### src/rtl/dft_butterfly_addsub_if.sv
// Stream bus of the complex butterfly adder: operand beat in, sum/diff beat out.
// master drives operands and out_ready; slave is the butterfly itself.
interface dft_butterfly_addsub_if #(
  parameter int DATA_W = 16
);
  logic              in_valid;
  logic              in_ready;
  logic              scale;
  logic [DATA_W-1:0] a_re;
  logic [DATA_W-1:0] a_im;
  logic [DATA_W-1:0] b_re;
  logic [DATA_W-1:0] b_im;
  logic              out_valid;
  logic              out_ready;
  logic [DATA_W-1:0] sum_re;
  logic [DATA_W-1:0] sum_im;
  logic [DATA_W-1:0] diff_re;
  logic [DATA_W-1:0] diff_im;
  logic              sat;

  modport master (
    output in_valid, scale, a_re, a_im, b_re, b_im, out_ready,
    input  in_ready, out_valid, sum_re, sum_im, diff_re, diff_im, sat
  );

  modport slave (
    input  in_valid, scale, a_re, a_im, b_re, b_im, out_ready,
    output in_ready, out_valid, sum_re, sum_im, diff_re, diff_im, sat
  );
endinterface

### src/rtl/dft_butterfly_addsub.sv
// Pipelined complex radix-2 butterfly: A+B and A-B per beat, optional
// halving with round-half-up, saturation with per-beat and sticky flags.
// Whole pipeline advances together on en = !out_valid || out_ready.
module dft_butterfly_addsub #(
  parameter int DATA_W      = 16,
  parameter int PIPE_STAGES = 2
) (
  input  logic                  clk,
  input  logic                  rst_n,
  dft_butterfly_addsub_if.slave bus,
  input  logic                  ovf_clr,
  output logic                  ovf
);
  localparam int unsigned N = PIPE_STAGES;

  // Two guard bits: one for the add/sub growth, one for the +1 rounding term.
  typedef logic signed [DATA_W+1:0] wide_t;

  localparam wide_t MAXV = {3'b000, {(DATA_W-1){1'b1}}};
  localparam wide_t MINV = {3'b111, {(DATA_W-1){1'b0}}};

  // Returns {clamped, result}; a scaled value always fits, so never clamps.
  function automatic logic [DATA_W:0] fix(input wide_t x, input logic sc);
    wide_t            r;
    logic [DATA_W:0]  o;
    r = (x + wide_t'(1)) >>> 1;
    if (sc)            o = {1'b0, r[DATA_W-1:0]};
    else if (x > MAXV) o = {1'b1, MAXV[DATA_W-1:0]};
    else if (x < MINV) o = {1'b1, MINV[DATA_W-1:0]};
    else               o = {1'b0, x[DATA_W-1:0]};
    return o;
  endfunction

  logic [DATA_W-1:0] sre_q [N];
  logic [DATA_W-1:0] sim_q [N];
  logic [DATA_W-1:0] dre_q [N];
  logic [DATA_W-1:0] dim_q [N];
  logic              sat_q [N];
  logic              v_q   [N];

  wide_t           ar, ai, br, bi;
  logic [DATA_W:0] fs_re, fs_im, fd_re, fd_im;
  logic            beat_sat;
  logic            en;

  // Stage-1 arithmetic on sign-extended operands.
  always_comb begin
    ar       = wide_t'($signed(bus.a_re));
    ai       = wide_t'($signed(bus.a_im));
    br       = wide_t'($signed(bus.b_re));
    bi       = wide_t'($signed(bus.b_im));
    fs_re    = fix(ar + br, bus.scale);
    fs_im    = fix(ai + bi, bus.scale);
    fd_re    = fix(ar - br, bus.scale);
    fd_im    = fix(ai - bi, bus.scale);
    beat_sat = fs_re[DATA_W] | fs_im[DATA_W] | fd_re[DATA_W] | fd_im[DATA_W];
  end

  assign en           = !v_q[N-1] || bus.out_ready;
  assign bus.in_ready = en;

  // Pipeline registers: stage 0 captures results, later stages are pure delay.
  always_ff @(posedge clk or negedge rst_n) begin
    if (!rst_n) begin
      for (int unsigned i = 0; i < N; i++) begin
        sre_q[i] <= '0;
        sim_q[i] <= '0;
        dre_q[i] <= '0;
        dim_q[i] <= '0;
        sat_q[i] <= 1'b0;
        v_q[i]   <= 1'b0;
      end
    end else if (en) begin
      sre_q[0] <= fs_re[DATA_W-1:0];
      sim_q[0] <= fs_im[DATA_W-1:0];
      dre_q[0] <= fd_re[DATA_W-1:0];
      dim_q[0] <= fd_im[DATA_W-1:0];
      sat_q[0] <= bus.in_valid & beat_sat;
      v_q[0]   <= bus.in_valid;
      for (int unsigned i = 1; i < N; i++) begin
        sre_q[i] <= sre_q[i-1];
        sim_q[i] <= sim_q[i-1];
        dre_q[i] <= dre_q[i-1];
        dim_q[i] <= dim_q[i-1];
        sat_q[i] <= sat_q[i-1];
        v_q[i]   <= v_q[i-1];
      end
    end
  end

  assign bus.out_valid = v_q[N-1];
  assign bus.sum_re    = sre_q[N-1];
  assign bus.sum_im    = sim_q[N-1];
  assign bus.diff_re   = dre_q[N-1];
  assign bus.diff_im   = dim_q[N-1];
  assign bus.sat       = sat_q[N-1];

  // Sticky overflow: a consumed saturated beat sets it and beats a clear.
  always_ff @(posedge clk or negedge rst_n) begin
    if (!rst_n)                                  ovf <= 1'b0;
    else if (v_q[N-1] && bus.out_ready && sat_q[N-1]) ovf <= 1'b1;
    else if (ovf_clr)                            ovf <= 1'b0;
  end
endmodule

### src/flat_wrapper.sv
// flat-port wrapper written by rule: the top's interface ports become plain ports
module dft_butterfly_addsub_flat 
#(
  parameter int DATA_W      = 16,
  parameter int PIPE_STAGES = 2
)
  (clk, rst_n, ovf_clr, ovf, bus_in_valid, bus_scale, bus_a_re, bus_a_im, bus_b_re, bus_b_im, bus_out_ready, bus_in_ready, bus_out_valid, bus_sum_re, bus_sum_im, bus_diff_re, bus_diff_im, bus_sat);
  dft_butterfly_addsub_if #(.DATA_W(DATA_W)) bus_i ();
  input  logic clk;
  input  logic rst_n;
  input  logic ovf_clr;
  output logic ovf;
  input wire logic [$bits(bus_i.in_valid)-1:0] bus_in_valid;
  input wire logic [$bits(bus_i.scale)-1:0] bus_scale;
  input wire logic [$bits(bus_i.a_re)-1:0] bus_a_re;
  input wire logic [$bits(bus_i.a_im)-1:0] bus_a_im;
  input wire logic [$bits(bus_i.b_re)-1:0] bus_b_re;
  input wire logic [$bits(bus_i.b_im)-1:0] bus_b_im;
  input wire logic [$bits(bus_i.out_ready)-1:0] bus_out_ready;
  output wire logic [$bits(bus_i.in_ready)-1:0] bus_in_ready;
  output wire logic [$bits(bus_i.out_valid)-1:0] bus_out_valid;
  output wire logic [$bits(bus_i.sum_re)-1:0] bus_sum_re;
  output wire logic [$bits(bus_i.sum_im)-1:0] bus_sum_im;
  output wire logic [$bits(bus_i.diff_re)-1:0] bus_diff_re;
  output wire logic [$bits(bus_i.diff_im)-1:0] bus_diff_im;
  output wire logic [$bits(bus_i.sat)-1:0] bus_sat;
  assign bus_i.in_valid = bus_in_valid;
  assign bus_i.scale = bus_scale;
  assign bus_i.a_re = bus_a_re;
  assign bus_i.a_im = bus_a_im;
  assign bus_i.b_re = bus_b_re;
  assign bus_i.b_im = bus_b_im;
  assign bus_i.out_ready = bus_out_ready;
  assign bus_in_ready = bus_i.in_ready;
  assign bus_out_valid = bus_i.out_valid;
  assign bus_sum_re = bus_i.sum_re;
  assign bus_sum_im = bus_i.sum_im;
  assign bus_diff_re = bus_i.diff_re;
  assign bus_diff_im = bus_i.diff_im;
  assign bus_sat = bus_i.sat;
  dft_butterfly_addsub #(.DATA_W(DATA_W), .PIPE_STAGES(PIPE_STAGES)) u_core (.clk(clk), .rst_n(rst_n), .bus(bus_i), .ovf_clr(ovf_clr), .ovf(ovf));
endmodule
### config.mk
export PLATFORM = sky130hd
export DESIGN_NAME = dft_butterfly_addsub_flat
export DESIGN_NICKNAME = d
export VERILOG_FILES = /design/src/rtl/dft_butterfly_addsub_if.sv /design/src/rtl/dft_butterfly_addsub.sv /design/src/flat_wrapper.sv
export SDC_FILE = /design/constraint.sdc
export NUM_CORES = 1
export LEC_CHECK = 0
export ABC_AREA = 1
export CAP_MARGIN = 20
export CORE_MARGIN = 10
export CORE_UTILIZATION = 50
export CTS_CLUSTER_DIAMETER = 60
export DETAILED_ROUTE_END_ITERATION = 10
export DONT_BUFFER_PORTS = 1
export PLACE_DENSITY = 0.79
export SETUP_SLACK_MARGIN = 0.1
export SYNTH_ARGS = -nofsm -noshare
export SYNTH_HDL_FRONTEND = slang
export SYNTH_SLANG_ARGS = --single-unit
### constraint.sdc
create_clock -name clk -period 1.35 [get_ports clk]
set_input_delay 0.27 -clock clk [delete_from_list [all_inputs] [get_ports clk]]
set_output_delay 0.27 -clock clk [all_outputs]
set_load 0.005 [all_outputs]
# Yosys cells after proc, flatten, opt, wreduce, memory -nomap -nowiden
# Index checks and enable logic that the tools add are counted.
[op_classes]
bitwise = 4
muxes = 14
reduce_logical = 5
shift = 0
addsub = 8
eq_ne = 0
magnitude_cmp = 8
n_div = 0
mul = 0
[op_table]
columns = ["operator", "count"]
rows = [
  ["two-way mux 17 bit", 12],
  ["adder 17 x 2 -> 17 bit (second input constant)", 4],
  ["> comparator 17 x 16 -> 1 bit (second input constant)", 4],
  ["< comparator 17 x 16 -> 1 bit (second input constant)", 4],
  ["adder 16 x 16 -> 17 bit", 2],
  ["subtractor 16 x 16 -> 17 bit", 2],
  ["bitwise OR 1 bit", 3],
  ["logical AND 1 bit", 2],
  ["two-way mux 1 bit", 2],
  ["nonzero test 2 bit", 1],
  ["AND 1 bit", 1],
  ["zero test 1 bit", 1],
  ["logical OR 1 bit", 1],
]
[totals]
wordCells = 52
mem_count = 0
in_bits = 70
rom_bits = 0
ff_bits = 133
mem_bits_rw = 0
latch_bits = 0
out_inout_bits = 68

# Depth between registers and ports, before layout
# Gate-level depths: netlist of the first run.
[logic_depth]
depth_word = 9
ltp_mapped = 23
depth_no_buf = 21

# Worst setup path after synthesis of the first run
# No wires, ideal clock.
[synth_timing]
kind = "input -> register"
from = "in bus_b_re[0]"
to = "reg u_core.sat_q[1] (netlist name)"
cell_stages = 19
arrival_time_ns = 2.445
slack_ns = -1.216
path_cell_list = "ha_1 inv_1 fa_1 inv_1 ha_1 inv_1 nor2_1 nand3_1 nor2_2 nand3_2 nor2_4 nand3_2 nor2_1 nor2_1 nand2_4 buf_6 nand3_1 o21bai_1 nand2_1"
[synth_between]
elab_chain_len = 9
elab_cells_between_ends = 16
cone_classes = "add/sub (2); order compare (4); mux (6); bitwise (4)"
[synth_lines]
columns = ["item", "line_no", "text"]
rows = [
  ["start, declared", "flat_wrapper.sv:17", "input wire logic [$bits(bus_i.b_re)-1:0] bus_b_re;"],
  ["adder 16 x 16 -> 17 bit", "dft_butterfly_addsub.sv:52", "fs_re = fix(ar + br, bus.scale);"],
  ["< comparator 17 x 16 -> 1 bit", "dft_butterfly_addsub.sv:29", "else if (x < MINV) o = {1'b1, MINV[DATA_W-1:0]};"],
  ["two-way mux 17 bit", "dft_butterfly_addsub.sv:29", ""],
  ["two-way mux 17 bit", "dft_butterfly_addsub.sv:28", "else if (x > MAXV) o = {1'b1, MAXV[DATA_W-1:0]};"],
  ["two-way mux 17 bit", "dft_butterfly_addsub.sv:27", "if (sc) o = {1'b0, r[DATA_W-1:0]};"],
  ["bitwise OR 1 bit", "dft_butterfly_addsub.sv:56", "beat_sat = fs_re[DATA_W] | fs_im[DATA_W] | fd_re[DATA_W] | fd_im[DATA_W];"],
  ["bitwise OR 1 bit (*) (2 in series)", "dft_butterfly_addsub.sv:56", ""],
  ["AND 1 bit (*)", "dft_butterfly_addsub.sv:78", "sat_q[0] <= bus.in_valid & beat_sat;"],
  ["end signal, assigned by index", "dft_butterfly_addsub.sv:85", "sat_q[i] <= sat_q[i-1];"],
  ["end, declared", "dft_butterfly_addsub.sv:38", "logic sat_q [N];"],
]
# Mark *: on every way between the ends. The rest lies on a longest branch, timed or not.
# A chain may end at the register's enable or synchronous reset.

# Worst setup path in the final report of the first run
[layout_timing]
from = "in bus_b_im[0]"
to = "reg u_core.sim_q[23] (netlist name)"
[layout_between]
elab_chain_len = 5
elab_cells_between_ends = 7
cone_classes = "add/sub (2); order compare (2); mux (3)"
[layout_lines]
columns = ["item", "line_no", "text"]
rows = [
  ["start, declared", "flat_wrapper.sv:18", "input wire logic [$bits(bus_i.b_im)-1:0] bus_b_im;"],
  ["adder 16 x 16 -> 17 bit (*)", "dft_butterfly_addsub.sv:53", "fs_im = fix(ai + bi, bus.scale);"],
  ["< comparator 17 x 16 -> 1 bit", "dft_butterfly_addsub.sv:29", ""],
  ["two-way mux 17 bit", "dft_butterfly_addsub.sv:29", ""],
  ["two-way mux 17 bit", "dft_butterfly_addsub.sv:28", ""],
  ["two-way mux 17 bit (*)", "dft_butterfly_addsub.sv:27", ""],
  ["end signal, assigned by index", "dft_butterfly_addsub.sv:82", "sim_q[i] <= sim_q[i-1];"],
  ["end, declared", "dft_butterfly_addsub.sv:35", "logic [DATA_W-1:0] sim_q [N];"],
]
# Marked as above.

==> results of run 1 <==
[where the power goes]
part | switching [uW] | total [uW] | internal [uW]
combinational | 6160 | 10500 | 4370
clock | 1980 | 4960 | 2980
sequential | 1030 | 6040 | 5010
[critical path, cell delays in order]
cell	delay [ns]
ha_4	0.14
inv_2	0.04
fa_1	0.42
inv_2	0.11
ha_4	0.15
inv_2	0.04
nor2_4	0.10
nand3_2	0.10
nor2_4	0.14
nand3_2	0.09
nor2_2	0.13
buf_4	0.14
nand2_4	0.06
nor2_4	0.13
nor2_4	0.09
nand2_8	0.12
nand2_1	0.09
a21oi_2	0.21
nor2_1	0.08
[registers in the layout, summed over array words and instances, names as in the netlist]
signal,flops
u_core.bus.diff_im,16
u_core.bus.diff_re,16
u_core.bus.out_valid,1
u_core.bus.sat,1
u_core.bus.sum_im,16
u_core.bus.sum_re,16
u_core.dim_q,16
u_core.dre_q,16
u_core.ovf,1
u_core.sat_q,1
u_core.sim_q,16
u_core.sre_q,16
u_core.v_q,1
[metal layers]
metal | track usage [%] | part of all wire [%] | vias up
li1 | - | - | 6834
met1 | 33.0 | 38 | 7010
met2 | 38.9 | 45 | 1117
met3 | 5.90 | 12 | 344
met4 | 7.12 | 5.3 | 0
met5 | 0 | 0 | -
[kinds of logic (layout without fill, tap and decap cells)]
kind of cell / count (synthesis) / count (layout) / synth area share, %
flip-flops: 133 / 133 / 26.0
AND/OR/NAND/NOR: 1213 / 1217 / 41.1
AO/OA/AOI/OAI: 214 / 214 / 9.25
buffers and inverters: 394 / 660 / 14.6
adder cells (fa/ha/maj): 72 / 72 / 7.26
XOR/XNOR: 20 / 20 / 1.81
[how the worst max path moves through the flow]
stage               cells after the start  slack (ns)   startpoint                to
finish                                 19       -1.02  bus_b_im[0]  u_core.sim_q[23]
detailed placement                     18       -1.38  bus_b_im[0]  u_core.sim_q[23]
global route                           19       -1.11  bus_b_im[0]  u_core.sim_q[23]
CTS                                    19       -0.78  bus_a_re[0]  u_core.sre_q[30]
global placement                       19       -1.30  bus_a_re[0]  u_core.dre_q[26]
floorplan                              19       -1.20  bus_a_re[0]   u_core.sat_q[1]
[layout by cell type, fill, tap and decap left out, types with 43 or more instances in the layout]
cell type	netlist	final
nand2_1	736	571
buf_4	73	306
inv_1	236	209
nand2_2	49	161
nor2_1	188	140
dfrtp_1	133	133
nand3_1	135	97
a21oi_2	12	58
a21oi_1	104	56
nand2_4	6	53
nor2_4	6	43
[through the flow]
stage / utilization [%] / setup TNS, ns / hold slack [ns] / setup WS, ns
after floorplan: - / -69.61 / -0.0256 / -1.20
after global placement: 58.7 / -79.29 / -0.0204 / -1.30
after detailed placement: 58.7 / -83.15 / -0.0186 / -1.38
after CTS: 66.6 / -44.69 / -0.467 / -0.780
after global routing: 73.2 / -64.09 / -0.475 / -1.11
final: 73.2 / -56.94 / -0.467 / -1.02
[cell type report]
| class | count | area (sq um) | share of cell area (%) |
|---|---|---|---|
| multi-input cells | 1523 | 9680 | 52.5 |
| repair buffers | 371 | 3390 | 18.4 |
| flip-flops and latches | 133 | 3330 | 18.1 |
| clock inverters | 13 | 173 | 0.937 |
| well taps | 330 | 413 | 2.24 |
| clock buffers | 19 | 443 | 2.40 |
| inverters | 257 | 1010 | 5.46 |
[timing repair]
| item | CTS | global route |
|---|---|---|
| resized for setup | 256 | 306 |
| hold buffers | 2 | 1 |
| endpoints found under the hold margin | 135 | 134 |
| cloned | 7 | 12 |
| buffers inserted | 37 | 35 |
| setup endpoints to repair | 67 | 127 |
| pin swaps | 88 | 129 |
[synthesized netlist by cell type (2+ instances only)]
cell type  count  share of area [%]
o21ai_2        4               0.27
a21oi_2       12               0.82
clkbuf_1      34                1.0
ha_1          68                6.6
or2_2          2              0.098
o21bai_1       8               0.47
nor2_1       188                5.5
a31oi_1        6               0.29
nand4_1       24                1.2
nor3_4         2               0.25
fa_1           4               0.62
nand2_1      736                 22
nand2_4        6               0.53
nand2_2       49                2.4
xor2_4         3               0.64
nand3_2       11               0.86
inv_1        236                6.9
dfrtp_1      133                 26
buf_1          6               0.18
xor2_1        16                1.1
a21o_1         2               0.12
nor3_1        10               0.39
buf_4         73                4.3
buf_6         14                1.2
o211ai_1       3               0.18
nor2_4         6               0.53
nor3_2         2               0.16
inv_2         20               0.59
o21ai_0       67                2.6
o21ai_1        5               0.20
and2_1         5               0.24
buf_2         10               0.39
nand3b_1       3               0.18
nand3_1      135                5.3
a21oi_1      104                4.1
nor2_2        27                1.3
==> out/results.txt, run 1 <==
outcome: complete, but fails checks
failing checks: negative hold slack, negative setup slack
capturing point of the worst reg2reg path: u_core.sim_q[23]
Mapped Nets: 2,188
unrepaired setup endpoints after global routing: true
worst r2r src: u_core.bus.out_valid
Area Overhead vs Synth: 43.7%
fraction of registers with async set/reset: 100%
number of nets with antenna violations after routing: 0
number of buffer cells added on primary ports: 0
cell area after synthesis: 12,800 sq um
setup slack, reg-to-reg: -0.19 ns
standard cell area after detailed placement: 14,800 sq um
fmax: 0.422 GHz
routed wirelength normalized by instance count: 19.6 microns
Post-Layout Inst Area: 18,400 sq um
via count of the first global-routing pass: 13,365
final worst hold slack: -0.467 ns
total of endpoints with negative setup slack in the final report: 90
max-slew violation count: 0
initial antenna violation count: 0
post-synthesis average cell area: 6.27 sq um
signal arrival time at the worst endpoint: 2.68 ns
final cycle utilization of the critical path: 176%
count of distinct cell types in the synthesized netlist: 48
root buffer selected by CTS: clkbuf_16
largest driver fanout on the critical path: 8
vias per cell: 5.78
number of violations reported at the end of detailed-routing iteration 0: 2,067
crit start category: input port
PwrDens: 1170 nW/um^2
Global Route Usage Sum: 24.7%
antenna diode count: 0
maximum root-to-sink buffer count: 2
area of the core: 25,200 sq um
clock network latency to the later pin of the worst-skew pair: 0.44 ns
last weighted congestion value of the routability-driven placer: 0.952
area enclosed by the die boundary: 32,500 sq um
register area share after synthesis: 26.0%
leakage power: 0.00948 uW
Power Total: 21,500 uW
path type of the worst min-delay path: in2async
die span in y: 180 microns
die span in x: 180 microns
Filler Cell Count: 1,731
endpoints failing hold: 133
clock tree from TritonCTS: built
Ys Warns: 0
total via count after detailed routing: 15,305
# IOs: 138
residual DRC count: 0
depth of the worst register-to-register path: 8
slew of the pin with the lowest slew margin: 0.462 ns
FF+latch count, synth: 133
maximum vdd ir drop: 1090 uV
crit path capture type: register
time the final worst path needs with I/O delays and setup: 2.37 ns
starting density of the core: 50.9%
DP Cell Count: 2,524
setup slack of the critical path after layout: -1.02 ns
H-tree depth: 4
fraction of final layout cells sized beyond drive strength 1: 40.5%
Max-cap violations: 0
number of nets at the end of the flow: 2,445
first-pass GRT wire length: 67,900 microns
total grt overflow: 0
TritonCTS Buffers: 17
HPWL Detailed: 30,000 microns
DRT Pass-1 Iters: 7
Worst Path Required: 1.65 ns
Worst-path clk slew: 0.07 ns
worst max-slew margin expressed relative to the limit: 69.1%
number of core rows: 58
post-synthesis cell count: 2,046
non-filler cells, final: 2,646
total wire length after detailed routing: 51,800 microns
Post-synth EDFFs: 0
setup clock skew after layout: 0.0125 ns
Primary FF master, synth: dfrtp_1
number of clock sinks seen by CTS: 133
type of the worst setup path: in2reg
maximum number of pins on one net before global-route repair: 134
(Power assumes the default switching activity.)
==> inputs of run 2 (changes only) <==
--- a/config.mk
+++ b/config.mk
@@ -9,11 +9,13 @@
 export CAP_MARGIN = 20
 export CORE_MARGIN = 10
 export CORE_UTILIZATION = 50
+export CTS_BUF_LIST = sky130_fd_sc_hd__clkbuf_4
 export CTS_CLUSTER_DIAMETER = 60
 export DETAILED_ROUTE_END_ITERATION = 10
 export DONT_BUFFER_PORTS = 1
 export PLACE_DENSITY = 0.79
 export SETUP_SLACK_MARGIN = 0.1
+export SKIP_CTS_REPAIR_TIMING = 1
 export SYNTH_ARGS = -nofsm -noshare
 export SYNTH_HDL_FRONTEND = slang
 export SYNTH_SLANG_ARGS = --single-unit
==> run 2 against run 1 <==
Power decreased by 15%. Highest routed layer unchanged. Clock power decreased by 40%. Register-to-register slack got worse by 0.17 ns. Core utilization decreased by 4.6 points. Non-clock buffer count decreased by 36. Hold slack got worse by 0.12 ns. The flow still finishes with violations (negative hold slack, negative setup slack). First-iteration DRC count decreased by 42%. Sequential share of layout area increased by 1.2 points. Via count decreased by 8.1%. Final area decreased by 6.3%.
==> out/results.txt, run 2 (synthesis results as in run 1) <==
largest driver fanout on the critical path: 7 (-1)
Worst-path clk slew: 0.14 ns (+0.07 ns)
first-pass GRT wire length: 60,600 microns (-11%)
total of endpoints with negative setup slack in the final report: 122 (+36%)
DRT Pass-1 Iters: 7 (unchanged)
worst max-slew margin expressed relative to the limit: 69.7% (+0.60 points)
final worst hold slack: -0.587 ns (-0.120 ns)
number of clock sinks seen by CTS: 133 (unchanged)
via count of the first global-routing pass: 12,129 (-9.2%)
endpoints failing hold: 143 (+7.5%)
Worst Setup SP: bus_b_re[9]
final cycle utilization of the critical path: 158% (-18 points)
TritonCTS Buffers: 17 (unchanged)
Global Route Usage Sum: 21.9% (-2.8 points)
signal arrival time at the worst endpoint: 2.56 ns (-0.12 ns)
most common library cell in the layout ignoring fill and taps: nand2_1
starting density of the core: 50.9% (unchanged)
crit start category: input port
number of core rows: 58 (unchanged)
area enclosed by the die boundary: 32,500 sq um (unchanged)
clock network latency to the later pin of the worst-skew pair: 0.54 ns (+0.10 ns)
number of nets with antenna violations after routing: 0 (unchanged)
Area Overhead vs Synth: 34.7%
area of the core: 25,200 sq um (unchanged)
residual DRC count: 0 (unchanged)
part of the total power dissipated in combinational logic: 51.1% (+2.2 points)
Max-cap violations: 0 (unchanged)
crit path capture type: register
share of power burned in the clock network: 16.4% (-6.6 points)
outcome: complete, but fails checks
total via count after detailed routing: 14,059 (-8.1%)
number of violations reported at the end of detailed-routing iteration 0: 1,206 (-42%)
total grt overflow: 0 (unchanged)
maximum number of pins on one net before global-route repair: 134 (unchanged)
type of the worst setup path: in2reg
worst-case setup slack after placement: -1.38 ns (unchanged)
initial antenna violation count: 1 (+1)
H-tree depth: 4 (unchanged)
maximum vdd ir drop: 861 uV (-21%)
PwrDens: 1050 nW/um^2 (-9.8%)
# IOs: 138 (unchanged)
net switching share of the total power: 43.4% (+0.87 points)
routed wirelength normalized by instance count: 16.8 microns (-14%)
Worst Path Required: 1.78 ns (+0.13 ns)
number of buffer cells added on primary ports: 0 (unchanged)
slew of the pin with the lowest slew margin: 0.449 ns (-0.0122 ns)
worst r2r src: u_core.bus.out_valid
cell-internal power: 10,300 uW (-17%)
root buffer selected by CTS: clkbuf_4
Net Sw Power: 7900 uW (-14%)
die span in y: 180 microns (unchanged)
fraction of final layout cells sized beyond drive strength 1: 36.2% (-4.2 points)
HPWL Detailed: 30,000 microns (unchanged)
die span in x: 180 microns (unchanged)
time the final worst path needs with I/O delays and setup: 2.13 ns (-0.239 ns)
number of nets at the end of the flow: 2,408 (-1.5%)
unrepaired setup endpoints after global routing: true
last weighted congestion value of the routability-driven placer: 0.952 (unchanged)
path type of the worst min-delay path: in2async
fmax: 0.469 GHz (+11%)
failing checks: negative hold slack, negative setup slack
top library cells by usage in the layout, fill and taps aside: nand2_1 (621), buf_4 (281), inv_1 (211), nor2_1 (142), dfrtp_1 (133)
vias per cell: 5.39 (-6.9%)
setup clock skew after layout: 0.0231 ns (+0.0106 ns)
leakage power: 0.00906 uW (-4.4%)
max-slew violation count: 0 (unchanged)
clock tree from TritonCTS: built
total wire length after detailed routing: 43,800 microns (-15%)
power share of the sequential group: 32.5% (+4.4 points)
setup slack of the critical path after layout: -0.784 ns (+0.239 ns)
maximum root-to-sink buffer count: 2 (unchanged)
## run 2: cell types whose count changed in the layout (fill, tap and decap cells not counted), moves of 4 or more
| cell | change |
|---|---|
| nand2_8 | -4 |
| nand2_2 | -32 |
| nand3_1 | +4 |
| a21oi_2 | -10 |
| clkbuf_4 | +18 |
| buf_12 | -8 |
| a21oi_1 | +10 |
| nand3_4 | -6 |
| clkbuf_16 | -17 |
| o21ai_0 | +9 |
| nand2_4 | -15 |
| o21ai_4 | -4 |
| buf_4 | -25 |
| nand2_1 | +50 |
## run 2: per-stage QoR
stage,power [uW],util (%),TNS [ns],instance area [sq um],cells
final,18200,68.6,-50.03,17300,2610
after global placement,12900,58.7,-79.29,14800,2524
after global routing,19300,68.6,-59.22,17300,2610
after detailed placement,13100,58.7,-83.15,14800,2524
after CTS,16000,59.9,-45.99,15100,2556
after floorplan,10800,-,-69.61,13000,2046
## run 2: cell type report
cell class              count  area, sq um
multi-input cells        1522         9220
fillers                  2004         7910
flip-flops and latches    133         3330
repair buffers            335         2990
inverters                 257          997
well taps                 330          413
clock inverters            14          176
clock buffers              18          135
diodes                      1         2.50
## run 2: worst paths after layout
check                                               to  slack [ns]  depth (start not counted)
worst max register to register        u_core.dim_q[17]       -0.36                          8
worst max-delay path                  u_core.dre_q[19]       -0.78                         20
worst min register to register  u_core.bus.diff_im[11]        0.46                          2
max in group asynchronous             u_core.sim_q[20]        1.74                          0
min in group clk                      u_core.sim_q[21]       -0.11                          2
worst min-delay path                  u_core.sre_q[26]       -0.59                          0
## run 2: critical path: stages
cell	delay, ns
inv_1	0.04
ha_4	0.33
nand2_1	0.10
buf_4	0.15
inv_1	0.04
nand2_1	0.05
nand2_1	0.09
inv_1	0.06
nand4_1	0.08
nand2_1	0.22
nor2_2	0.20
nand3_2	0.13
nor2_2	0.15
nor2_2	0.06
nand2_4	0.12
buf_12	0.12
buf_12	0.10
nand2_1	0.05
nor2_1	0.11
o22ai_1	0.08
## run 2: power by group through the flow
stage / clock (uW) / sequential (uW) / combinational (uW)
floorplan: 0 / 5460 / 5380
global placement: 0 / 5890 / 7030
detailed placement: 0 / 5930 / 7200
CTS: 2950 / 5840 / 7250
global route: 3140 / 6040 / 10100
finish: 2980 / 5920 / 9300
## run 2: metal layers
metal	track usage (%)	routed length, microns
met5	0	0
met4	4.23	808
met3	4.30	3940
met2	33.4	20300
met1	31.4	18800
